==> src/rtl/serial_add_ctrl_if.sv <==
// Operand/result bundle for serial_add_ctrl; the master side issues requests and
// reads results.
interface serial_add_ctrl_if #(
    parameter int unsigned WIDTH = 8
);
    logic             start;
    logic             SUB;
    logic [WIDTH-1:0] A;
    logic [WIDTH-1:0] B;
    logic             busy;
    logic             done;
    logic [WIDTH-1:0] S;
    logic             CO;

    modport master (
        output start, SUB, A, B,
        input  busy, done, S, CO
    );

    modport slave (
        input  start, SUB, A, B,
        output busy, done, S, CO
    );
endinterface

==> src/rtl/serial_add_ctrl.sv <==
// Bit-serial add/subtract sequencer. A single full-add cell with a registered carry
// processes one operand bit per cycle, LSB first.
module serial_add_ctrl #(
    parameter int unsigned WIDTH = 8
) (
    input logic              clk,
    input logic              rst_n,
    serial_add_ctrl_if.slave bus
);
    localparam int unsigned CNT_W = $clog2(WIDTH + 1);

    typedef enum logic [1:0] {StIdle, StRun, StDone} state_e;

    state_e             r_state;
    state_e             w_state_d;
    logic               w_accept;
    logic               w_last;

    logic [WIDTH-1:0]   r_a_sh;
    logic [WIDTH-1:0]   r_b_sh;
    logic               r_carry;
    logic [CNT_W-1:0]   r_cnt;
    logic [WIDTH-1:0]   r_s;
    logic               r_co;

    logic               w_half;
    logic               w_s_bit;
    logic               w_carry_d;

    // Two half-adder stages; their carries are ORed into the next carry.
    assign w_half    = r_a_sh[0] ^ r_b_sh[0];
    assign w_s_bit   = w_half ^ r_carry;
    assign w_carry_d = (r_a_sh[0] & r_b_sh[0]) | (r_carry & w_half);
    assign w_last    = (r_cnt == CNT_W'(WIDTH - 1));

    always_comb begin
        w_state_d = r_state;
        w_accept  = 1'b0;
        unique case (r_state)
            StIdle: begin
                if (bus.start) begin
                    w_state_d = StRun;
                    w_accept  = 1'b1;
                end
            end
            StRun: begin
                if (w_last) begin
                    w_state_d = StDone;
                end
            end
            StDone: begin
                if (bus.start) begin
                    w_state_d = StRun;
                    w_accept  = 1'b1;
                end else begin
                    w_state_d = StIdle;
                end
            end
            default: w_state_d = StIdle;
        endcase
    end

    always_ff @(posedge clk) begin
        if (!rst_n) begin
            r_state <= StIdle;
        end else begin
            r_state <= w_state_d;
        end
    end

    always_ff @(posedge clk) begin
        if (!rst_n) begin
            r_a_sh  <= '0;
            r_b_sh  <= '0;
            r_carry <= 1'b0;
            r_cnt   <= '0;
            r_s     <= '0;
            r_co    <= 1'b0;
        end else if (w_accept) begin
            // Subtraction is A + ~B + 1: invert B here and seed the carry with SUB.
            r_a_sh  <= bus.A;
            r_b_sh  <= bus.SUB ? ~bus.B : bus.B;
            r_carry <= bus.SUB;
            r_cnt   <= '0;
        end else if (r_state == StRun) begin
            r_a_sh  <= r_a_sh >> 1;
            r_b_sh  <= r_b_sh >> 1;
            r_carry <= w_carry_d;
            r_cnt   <= r_cnt + CNT_W'(1);
            r_s     <= (r_s >> 1) | (WIDTH'(w_s_bit) << (WIDTH - 1));
            if (w_last) begin
                r_co <= w_carry_d;
            end
        end
    end

    assign bus.busy = (r_state == StRun);
    assign bus.done = (r_state == StDone);
    assign bus.S    = r_s;
    assign bus.CO   = r_co;

endmodule

==> src/flat_wrapper.sv <==
// flat-port wrapper written by rule: the top's interface ports become plain ports
module serial_add_ctrl_flat 
#(
    parameter int unsigned WIDTH = 8
)
  (clk, rst_n, bus_start, bus_SUB, bus_A, bus_B, bus_busy, bus_done, bus_S, bus_CO);
  serial_add_ctrl_if #(.WIDTH(WIDTH)) bus_i ();
  input logic clk;
  input logic rst_n;
  input wire logic [$bits(bus_i.start)-1:0] bus_start;
  input wire logic [$bits(bus_i.SUB)-1:0] bus_SUB;
  input wire logic [$bits(bus_i.A)-1:0] bus_A;
  input wire logic [$bits(bus_i.B)-1:0] bus_B;
  output wire logic [$bits(bus_i.busy)-1:0] bus_busy;
  output wire logic [$bits(bus_i.done)-1:0] bus_done;
  output wire logic [$bits(bus_i.S)-1:0] bus_S;
  output wire logic [$bits(bus_i.CO)-1:0] bus_CO;
  assign bus_i.start = bus_start;
  assign bus_i.SUB = bus_SUB;
  assign bus_i.A = bus_A;
  assign bus_i.B = bus_B;
  assign bus_busy = bus_i.busy;
  assign bus_done = bus_i.done;
  assign bus_S = bus_i.S;
  assign bus_CO = bus_i.CO;
  serial_add_ctrl #(.WIDTH(WIDTH)) u_core (.clk(clk), .rst_n(rst_n), .bus(bus_i));
endmodule
==> config.mk <==
export PLATFORM = sky130hd
export DESIGN_NAME = serial_add_ctrl_flat
export DESIGN_NICKNAME = d
export VERILOG_FILES = /design/src/rtl/serial_add_ctrl_if.sv /design/src/rtl/serial_add_ctrl.sv /design/src/flat_wrapper.sv
export SDC_FILE = /design/constraint.sdc
export NUM_CORES = 1
export LEC_CHECK = 0
export ABC_AREA = 1
export CAP_MARGIN = 10
export CORE_ASPECT_RATIO = 2
export CORE_UTILIZATION = 35
export DETAILED_ROUTE_END_ITERATION = 10
export GPL_ROUTABILITY_DRIVEN = 0
export HOLD_SLACK_MARGIN = 0.12
export PLACE_DENSITY = 0.69
export SYNTH_ARGS = -nofsm -noshare
export SYNTH_HDL_FRONTEND = slang
export SYNTH_SLANG_ARGS = --single-unit
export TNS_END_PERCENT = 50
==> constraint.sdc <==
create_clock -name clk -period 1.44 [get_ports clk]
set_input_delay 0.144 -clock clk [delete_from_list [all_inputs] [get_ports clk]]
set_output_delay 0.144 -clock clk [all_outputs]
set_load 0.02 [all_outputs]
==> run_results.csv <==
group,metric,value,unit
run_status,outcome,"finished clean",
route,detail_route.wl_per_cell,11.0,um
synth,syn_area_per_cell,7.09,sq um
floorplanning,die_w,48.7,um
worst_setup_path,regToRegEndpoint,"u_core.r_b_sh[3]",
sta,fin_crit_sh,96.8,%
hold_path,holdPathEnd,"u_core.r_a_sh[7]",
synth,ys_ff_latch,32,
synth,yosysSeqAreaShare,42.0,%
route,ant_nets,0,
worst_setup_path,start_kind,"flop",
sta,tightest_slew,0.269,ns
synth,syn-num-nets,237,
place,numPortBuffers,30,
sta,period_needed,1.39,ns
route,vias_per_cell,4.72,
hold_path,worstHoldStart,"bus_A[7]",
route,drt_iter0_drc,28,
global_route,grt_util_all_layers,16.6,%
sta,timing.hold.ws,0.450,ns
global_route,grt-ovfl-total,0,
cells_and_area,drive_gt1_share,13.8,%
power,pwr-share-seq,44.1,%
power,vdd_drop_max,0.000841,V
worst_setup_path,arrival,1.25,ns
clock_tree,cts_made_buffers,5,
worst_setup_path,critPathTopFamily,"buffers and inverters",
floorplanning,ioPinCount,31,
power,power.clock.fraction,37.0,%
sta,maxSlewHeadroom,82.0,%
worst_setup_path,r2r_start,"u_core.r_state[1]",
route,num_vias,1440,
synth,synth.cell_area,1530,sq um
cells_and_area,fin_util,48.7,%
clock_tree,cts_tree,"built",
clock_tree,cts-root-buf,"clkbuf_8",
worst_setup_path,critPathMaxFanout,3,
floorplanning,core_area,4130,sq um
worst_setup_path,worstPathRequired,1.30,ns
worst_setup_path,cp_slowest_cell,"clkdlybuf4s50_1",
clock_tree,cts_setup_buffers,0,
power,internal_power,1.67,mW
clock_tree,cts_sinks,32,
power,p_leak,0.906,nW
worst_setup_path,rr_worst_depth,7,
synth,synth.distinct_cells,22,
hold_path,hold_depth,3,
worst_setup_path,slowest_delay,0.61,ns
global_route,grt_pass1_wl,5800,um
sta,slew_viol_final,0,
cells_and_area,antenna_cells,0,
floorplanning,start_util,36.9,%
power,p_per_area,1130,nW/um^2
worst_setup_path,r2r_slack,0.17,ns
place,dpl.hpwl,2530,um
clock_tree,clk_latency,0.29,ns
route,wl,3360,um
clock_tree,h-tree-depth,2,
global_route,first_global_vias,1399,
worst_setup_path,crit_type,"flop to primary output",
power,combPwrFrac,18.9,%
clock_tree,cts_buffer_depth,2,
sta,finalSetupTns,0,ns
worst_setup_path,cp.buffers_inverters,1,
floorplanning,rows,33,
cells_and_area,fin_nets,274,
global_route,antenna_found_initial,0,
route,dr.pass1.iters,4,
floorplanning,die_area,4640,sq um
sta,max_freq,0.717,GHz
sta,hold_viol,0,
power,power.total,2.28,mW
cells_and_area,syn2layout_area_growth,31.9,%
synth,ys_warn_count,0,
place,dp_worst_setup_slack,0.0500,ns
worst_setup_path,endpoint_kind,"primary output",
sta,rsz0062_at_grt,"false",
floorplanning,die_h,95.4,um
flow_run,drv_cap,0,
worst_setup_path,cp_cell_sequence,"clkdlybuf4s50_1",
route,drc,0,
sta,setup_viol,0,
power,switching_share,26.9,%
sta,setup_slack,0.0459,ns
clock_tree,ctsHoldBuffers,0,
synth,syn-instance-count,215,
sta,skew,0.00498,ns
hold_path,hp-class,"input pin to flop",
global_route,grt_max_degree,19,
clock_tree,clkTransAtPathRegs,0.07,ns
power,netSwitchingPower,0.613,mW
[metal layers]
layer | share of wire, % | track usage (%)
met5 | 0 | 0
met4 | 2.4 | 11.5
met3 | 3.7 | 4.47
met2 | 55 | 31.5
met1 | 38 | 14.9
[cell usage in the layout (no fill, tap or decap)]
cell,netlist,final
a21oi_1,7,7
buf_4,2,8
o21ai_2,1,1
clkdlybuf4s50_1,0,27
nand3_1,13,13
buf_12,0,1
o21ai_0,19,19
bufinv_16,0,1
a21oi_2,1,1
clkbuf_8,0,5
nor2_1,46,46
nor3_2,4,4
inv_2,2,2
clkbuf_1,4,1
nand2_1,39,39
nor2_2,6,6
inv_1,21,21
clkinv_2,0,1
o21ai_1,5,5
fa_1,1,1
nand3_2,1,1
dlygate4sd2_1,0,2
nor3_1,4,4
dfxtp_1,32,31
ha_1,1,1
dlymetal6s2s_1,0,1
dfxtp_2,0,1
nand2_4,3,3
[power by group through the flow]
stage / sequential, mW / clock [mW] / combinational (mW)
floorplan: 1.04 / 0 / 0.259
detailed placement: 1.03 / 0 / 0.435
global route: 1.02 / 0.900 / 0.483
global placement: 1.02 / 0 / 0.429
finish: 1.01 / 0.845 / 0.431
CTS: 1.01 / 0.860 / 0.436
[repair_timing]
item                                    CTS  global route
pin swaps                                 0             0
cloned                                    0             0
endpoints found under the setup margin    2             1
resized for setup                         3             1
[how the worst max path moves through the flow]
stage	startpoint	cells after the start	to	slack (ns)
2_1_floorplan	u_core.r_state[0]	6	u_core.r_b_sh[0]	0.36
6_report	u_core.bus.S[5]	1	bus_S[5]	0.05
3_5_place_dp	bus_start	6	u_core.r_cnt[0]	0.05
3_3_place_gp	bus_start	6	u_core.r_a_sh[6]	0.06
4_1_cts	u_core.bus.S[5]	1	bus_S[5]	0.03
5_1_grt	u_core.bus.S[4]	1	bus_S[4]	0.002
[per-stage QoR]
| stage | instances | instance area (sq um) |
|---|---|---|
| 2_1_floorplan | 215 | 1530 |
| 3_3_place_gp | 297 | 1900 |
| 3_5_place_dp | 297 | 1900 |
| 4_1_cts | 305 | 2010 |
| 5_1_grt | 305 | 2010 |
| 6_report | 305 | 2010 |
[cells by family (layout without fill, tap and decap cells)]
kind of cell,Yosys count,after routing,share of synthesized area (%)
flops,32,32,42.0
buf+inv,32,70,10.1
compound gates,33,33,11.3
fa+ha+maj,2,2,2.13
simple gates,116,116,34.5
[synthesized netlist by cell type, drive strengths merged]
cell    number  share of area, %
dfxtp       32                42
clkbuf       4              0.98
ha           1              0.82
nand3       14               4.9
nor2        52                14
nor3         8               3.9
fa           1               1.3
nand2       42                12
inv         23               5.7
buf          5               3.4
a21oi        8               2.9
o21ai       25               8.4
[registers in the layout, indices dropped and copies added, names as in the netlist]
register	flops
u_core.bus.CO	1
u_core.bus.S	8
u_core.r_a_sh	8
u_core.r_b_sh	8
u_core.r_carry	1
u_core.r_cnt	4
u_core.r_state	2
[cell type report]
type / instances / area (sq um)
flip-flops and latches: 32 / 642
multi-input cells: 151 / 731
clock buffers: 6 / 72.6
clock inverters: 2 / 35.0
inverters: 23 / 86.3
repair buffers: 39 / 380
well taps: 52 / 65.1
fillers: 426 / 2120
No activity file was read; power rests on OpenSTA's default activity.
